$ cat src/rtl/m_ser_check.sv
// Receive-side m-sequence checker: syncs the PN bit clock/data into clk, self-synchronises
// a 3-stage reference (b[n] = b[n-1] ^ b[n-3]), locks, then flags and counts bit errors.
module m_ser_check #(
  parameter int LOCK_CNT   = 7,
  parameter int WIN_LEN    = 16,
  parameter int ERR_THRESH = 3,
  parameter int CNT_W      = 16
) (
  input  logic             clk,
  input  logic             reset_n,
  input  logic             ser_clk,
  input  logic             ser_in,
  output logic             rx_valid,
  output logic             rx_bit,
  output logic             bit_err,
  output logic             locked,
  output logic [CNT_W-1:0] err_cnt,
  output logic [CNT_W-1:0] bit_cnt
);

  localparam int MATCH_W = $clog2(LOCK_CNT + 1);
  localparam int WIN_W   = $clog2(WIN_LEN + 1);
  localparam int WERR_W  = $clog2(ERR_THRESH + 1);

  typedef enum logic [1:0] {
    ST_SEARCH = 2'd0,
    ST_VERIFY = 2'd1,
    ST_LOCK   = 2'd2
  } state_t;

  state_t             state_r;
  logic               ser_clk_meta_r, ser_clk_sync_r, ser_clk_prev_r;
  logic               ser_in_meta_r, ser_in_sync_r;
  logic [2:0]         hist_r;
  logic [1:0]         fill_r;
  logic [MATCH_W-1:0] match_r;
  logic [WIN_W-1:0]   win_r;
  logic [WERR_W-1:0]  win_err_r;

  logic               strobe_s;
  logic               pred_s;
  logic               mismatch_s;
  logic [2:0]         rx_shift_s;
  logic [WERR_W-1:0]  win_err_inc_s;
  logic               lock_lost_s;
  logic               win_wrap_s;
  logic [CNT_W-1:0]   err_cnt_inc_s;
  logic [CNT_W-1:0]   bit_cnt_inc_s;

  // Two-flop synchronisers plus a history flop on ser_clk for falling-edge detection
  always_ff @(posedge clk or negedge reset_n) begin
    if (!reset_n) begin
      ser_clk_meta_r <= 1'b0;
      ser_clk_sync_r <= 1'b0;
      ser_clk_prev_r <= 1'b0;
      ser_in_meta_r  <= 1'b0;
      ser_in_sync_r  <= 1'b0;
    end else begin
      ser_clk_meta_r <= ser_clk;
      ser_clk_sync_r <= ser_clk_meta_r;
      ser_clk_prev_r <= ser_clk_sync_r;
      ser_in_meta_r  <= ser_in;
      ser_in_sync_r  <= ser_in_meta_r;
    end
  end

  // Strobe, prediction and saturating-increment helpers for the FSM
  always_comb begin
    strobe_s      = ser_clk_prev_r & ~ser_clk_sync_r;
    pred_s        = hist_r[0] ^ hist_r[2];
    mismatch_s    = ser_in_sync_r ^ pred_s;
    rx_shift_s    = {hist_r[1:0], ser_in_sync_r};
    win_err_inc_s = win_err_r + WERR_W'(1);
    lock_lost_s   = mismatch_s & (win_err_inc_s == WERR_W'(ERR_THRESH));
    win_wrap_s    = (win_r == WIN_W'(WIN_LEN - 1));
    err_cnt_inc_s = (&err_cnt) ? err_cnt : err_cnt + CNT_W'(1);
    bit_cnt_inc_s = (&bit_cnt) ? bit_cnt : bit_cnt + CNT_W'(1);
  end

  // Acquisition / flywheel FSM with registered outputs, advanced once per strobe
  always_ff @(posedge clk or negedge reset_n) begin
    if (!reset_n) begin
      state_r   <= ST_SEARCH;
      hist_r    <= 3'b000;
      fill_r    <= 2'd0;
      match_r   <= MATCH_W'(0);
      win_r     <= WIN_W'(0);
      win_err_r <= WERR_W'(0);
      rx_valid  <= 1'b0;
      rx_bit    <= 1'b0;
      bit_err   <= 1'b0;
      locked    <= 1'b0;
      err_cnt   <= CNT_W'(0);
      bit_cnt   <= CNT_W'(0);
    end else begin
      rx_valid <= strobe_s;
      bit_err  <= 1'b0;
      if (strobe_s) begin
        rx_bit <= ser_in_sync_r;
        case (state_r)
          ST_SEARCH: begin
            hist_r <= rx_shift_s;
            if (fill_r != 2'd3) begin
              fill_r <= fill_r + 2'd1;
            end
            // Fill reaches 3 on this strobe; an all-zero history can never seed the LFSR
            if ((fill_r >= 2'd2) && (rx_shift_s != 3'b000)) begin
              state_r <= ST_VERIFY;
              match_r <= MATCH_W'(0);
            end
          end
          ST_VERIFY: begin
            hist_r <= rx_shift_s;
            if (rx_shift_s == 3'b000) begin
              state_r <= ST_SEARCH;
              fill_r  <= 2'd0;
              match_r <= MATCH_W'(0);
            end else if (!mismatch_s) begin
              match_r <= match_r + MATCH_W'(1);
              if (match_r == MATCH_W'(LOCK_CNT - 1)) begin
                state_r   <= ST_LOCK;
                locked    <= 1'b1;
                win_r     <= WIN_W'(0);
                win_err_r <= WERR_W'(0);
              end
            end else begin
              match_r <= MATCH_W'(0);
            end
          end
          ST_LOCK: begin
            // Flywheel: the reference advances on its own prediction, not on line data
            hist_r  <= {hist_r[1:0], pred_s};
            bit_cnt <= bit_cnt_inc_s;
            if (mismatch_s) begin
              bit_err <= 1'b1;
              err_cnt <= err_cnt_inc_s;
            end
            if (lock_lost_s) begin
              state_r   <= ST_SEARCH;
              locked    <= 1'b0;
              hist_r    <= 3'b000;
              fill_r    <= 2'd0;
              match_r   <= MATCH_W'(0);
              win_r     <= WIN_W'(0);
              win_err_r <= WERR_W'(0);
            end else if (win_wrap_s) begin
              win_r     <= WIN_W'(0);
              win_err_r <= WERR_W'(0);
            end else begin
              win_r     <= win_r + WIN_W'(1);
              win_err_r <= mismatch_s ? win_err_inc_s : win_err_r;
            end
          end
          default: begin
            state_r <= ST_SEARCH;
            locked  <= 1'b0;
            hist_r  <= 3'b000;
            fill_r  <= 2'd0;
            match_r <= MATCH_W'(0);
          end
        endcase
      end
    end
  end

endmodule

$ cat config.mk
export PLATFORM = sky130hd
export DESIGN_NAME = m_ser_check
export DESIGN_NICKNAME = d
export VERILOG_FILES = /design/src/rtl/m_ser_check.sv
export SDC_FILE = /design/constraint.sdc
export NUM_CORES = 1
export LEC_CHECK = 0
export ABC_AREA = 0
export CELL_PAD_IN_SITES_DETAIL_PLACEMENT = 0
export CELL_PAD_IN_SITES_GLOBAL_PLACEMENT = 1
export CORE_MARGIN = 3
export CORE_UTILIZATION = 47
export CTS_CLUSTER_DIAMETER = 60
export CTS_CLUSTER_SIZE = 14
export DETAILED_ROUTE_END_ITERATION = 7
export GPL_TIMING_DRIVEN = 0
export PLACE_DENSITY_LB_ADDON = 0.05
export SKIP_LAST_GASP = 1
export SLEW_MARGIN = 10
export SYNTH_ARGS = -nofsm -noshare
export SYNTH_HDL_FRONTEND = slang
export SYNTH_SLANG_ARGS = --single-unit
$ cat constraint.sdc
create_clock -name clk -period 4.85 [get_ports clk]
set_input_delay 0.7275 -clock clk [delete_from_list [all_inputs] [get_ports clk]]
set_output_delay 0.7275 -clock clk [all_outputs]
set_load 0.05 [all_outputs]
==> metrics.yaml <==
synth_top_family_by_area: "simple AND/OR/NAND/NOR gates"
mostFrequentLayoutCells: "dfrtp_1 (58), clkdlybuf4s50_1 (38), nand3_1 (23)"
cap_viol_max_count: 0
routabilityCongestion: 0.7811
worst_r2r_endpoint: "win_r[0]$_DFFE_PN0P_"
initial_core_util: 0.4952
area_growth_syn_to_layout_pct: 19.87
drc_errors: 0
wl_per_cell_um: 15.44
drt_first_iter_violations: 151
worstMarginPinSlew_ps: 721.2
ys_warn_count: 0
ff2ff_setup_slack_ps: 2690
port-buffer-count: 39
hold_violations: 0
die_w_um: 88.49
path_class: "reg -> out"
power.leakage_uw: 0.001642
min-delay-start: "ser_in_meta_r$_DFF_PN0_"
route.vias.total: 2419
grt-ovfl-total: 0
fin_skew_ps: 6.075
syn_inst: 290
ctsHoldBuffers: 0
fill_cells: 559
clk_pin_slew_worst_paths_ps: 60
cp_max_fo: 7
ys_ff_latch: 58
dieArea_um2: 7830
fin_crit_ps: 2375
clockBufferDepth: 2
cts_root_buf: "clkbuf_8"
min_path_cells: 0
hold_path.class: "reg -> reg"
layout_commonest_cell: "dfrtp_1"
synthAdderAreaFrac: 0.04695
rsz0062_at_grt: "false"
outcome: "completed"
cp_num_buf_inv: 1
setup_violations: 0
grt_pass1_vias: 2248
whs_endpoint: "ser_in_sync_r$_DFF_PN0_"
synth_compound_area_frac: 0.1436
required_ps: 4120
nets: 356
r2r_cells: 6
worst-path-stages: 1
grt_max_degree: 59
max_freq_ghz: 0.4210
synthXorXnorAreaFrac: 0.09468
rows: 29
synth-main-ff-cell: "dfrtp_1"
synth_edf_count: 0
cp.arrival_ps: 1650
p_int_uw: 791.1
drv_slew: 0
ios: 40
core_um2: 6459
dp_hpwl_mm: 4.538
clk_latency_ps: 330
muxShareOfSynthArea: 0.02347
yosysUniqueCellTypes: 64
end_kind: "output port"
cts_tree: "built"
cts_buffers: 9
path_cells: "clkdlybuf4s50_1"
pwr-share-comb: 0.226
wirelength_mm: 6.502
routed_via_density: 5.746
worst_path_max_delay_cell: "clkdlybuf4s50_1"
synth_nets: 306
synth_simple_gate_area_share: 0.2003
placed_cells: 406
p_sw_uw: 365.6
antenna_found_initial: 0
track_usage: 0.1814
drive_above_1_share: 0.1076
power_density_nw_per_um2: 301.7
avgSynthCellArea_um2: 11.03
ys_seq_area_frac: 0.4538
cts_setup_buffers: 0
clkPwrFrac: 0.310
reg2reg_from: "match_r[0]$_DFFE_PN0P_"
dr.pass1.iters: 4
cts_resized: 0
seq_power_share: 0.464
fin_tns_setup_ps: 0
postRouteAntennaNets: 0
antenna_cells: 0
async_flop_share: 1.000
netlist_area_um2: 3198
max_stage_delay_ps: 850
dieHeight_um: 88.49
cts_max_level: 3
fin_crit_sh: 0.4898
ir_worst_vdd_uv: 175.8
fin_cells: 421
critPathTopFamily: "buffers and inverters"
p_sw_frac: 0.3161
whs_ps: 347.4
cts_sinks: 58
crit_path_start_kind: "register"
grt_pass1_wl_mm: 11.04
slew_headroom: 0.5192
## layer usage
metal  wire length (µm)  global-route usage  share of wire
met1               3281              0.2655           0.50
met2               2893              0.2617           0.44
met3                242             0.04004          0.037
met4                 85             0.07005          0.013
met5                  0                   0              0
## cell type report
cell class,count,area [µm²],share of cell area
repair buffers,39,387.9,0.1012
well taps,77,96.34,0.02513
plain buffers,9,50.05,0.01305
multi-input cells,206,1628,0.4246
clock buffers,11,131.4,0.03427
flip-flops and latches,58,1451,0.3786
inverters,17,68.82,0.01795
clock inverters,4,20.02,0.005222
## worst max path at each step
stage          slack [ps]                    from                 endpoint
2_1_floorplan        2690  err_cnt[0]$_DFFE_PN0P_   err_cnt[1]$_DFFE_PN0P_
3_3_place_gp         1140                 reset_n  err_cnt[12]$_DFFE_PN0P_
3_5_place_dp         2730  match_r[0]$_DFFE_PN0P_     win_r[0]$_DFFE_PN0P_
4_1_cts              2460  err_cnt[2]$_DFFE_PN0P_               err_cnt[2]
5_1_grt              2410  err_cnt[2]$_DFFE_PN0P_               err_cnt[2]
6_report             2470  err_cnt[2]$_DFFE_PN0P_               err_cnt[2]
## power by group through the flow
stage	Clock (µW)	Sequential, µW	Combinational (µW)
global route	398	540	290
floorplan	0	544	195
detailed placement	0	544	260
CTS	373	536	262
global placement	0	544	257
finish	359	536	262
## stage by stage
| stage | power [µW] | cell area (µm²) | utilization | setup slack (ps) |
|---|---|---|---|---|
| finish | 1157 | 3834 | 0.5936 | 2475 |
| global placement | 801.0 | 3685 | 0.5705 | 1141 |
| CTS | 1171 | 3834 | 0.5936 | 2458 |
| floorplan | 738.6 | 3198 | - | 2689 |
| detailed placement | 803.9 | 3682 | 0.5701 | 2732 |
| global route | 1227 | 3834 | 0.5936 | 2410 |
## synthesized netlist by cell type (2+ instances only)
library cell | count | area, µm²
nand2_1 | 14 | 52.55
and2_1 | 8 | 50.05
o221ai_1 | 2 | 17.52
buf_4 | 2 | 15.01
nor2_1 | 7 | 26.28
ha_1 | 12 | 150.1
nor3_1 | 4 | 20.02
mux2i_1 | 3 | 30.03
a21oi_1 | 2 | 10.01
mux2_1 | 3 | 33.78
a31oi_1 | 3 | 18.77
o21ai_0 | 4 | 20.02
a211oi_1 | 3 | 22.52
dfrtp_1 | 58 | 1451
nand3_1 | 23 | 115.1
clkbuf_1 | 5 | 18.77
nor4b_1 | 2 | 17.52
and4_1 | 6 | 52.55
a41oi_1 | 2 | 17.52
o2111ai_1 | 4 | 35.03
xor2_1 | 10 | 87.58
a2111oi_2 | 2 | 30.03
nor3b_1 | 2 | 15.01
nand4b_1 | 2 | 17.52
o211ai_1 | 8 | 60.06
and3_1 | 7 | 43.79
o22ai_1 | 2 | 12.51
a2bb2oi_1 | 2 | 17.52
inv_1 | 16 | 60.06
o31ai_1 | 3 | 22.52
nand4_1 | 15 | 93.84
nand3b_1 | 4 | 30.03
xnor2_1 | 19 | 166.4
## cells by family after synthesis
group / Yosys count
flops: 58
buf+inv: 26
simple gates: 104
compound gates: 52
fa+ha+maj: 12
mux: 7
xor+xnor: 31
## sequential cells by signal, summed over array words and instances, names as in the netlist
register,cells
ser_in_sync_r,1
ser_clk_prev_r,1
win_r,5
match_r,3
hist_r,3
locked,1
ser_clk_meta_r,1
fill_r,2
ser_in_meta_r,1
rx_bit,1
state_r,2
rx_valid,1
bit_cnt,16
win_err_r,2
bit_err,1
ser_clk_sync_r,1
err_cnt,16
Note: power is estimated with default switching activity, not from simulation.
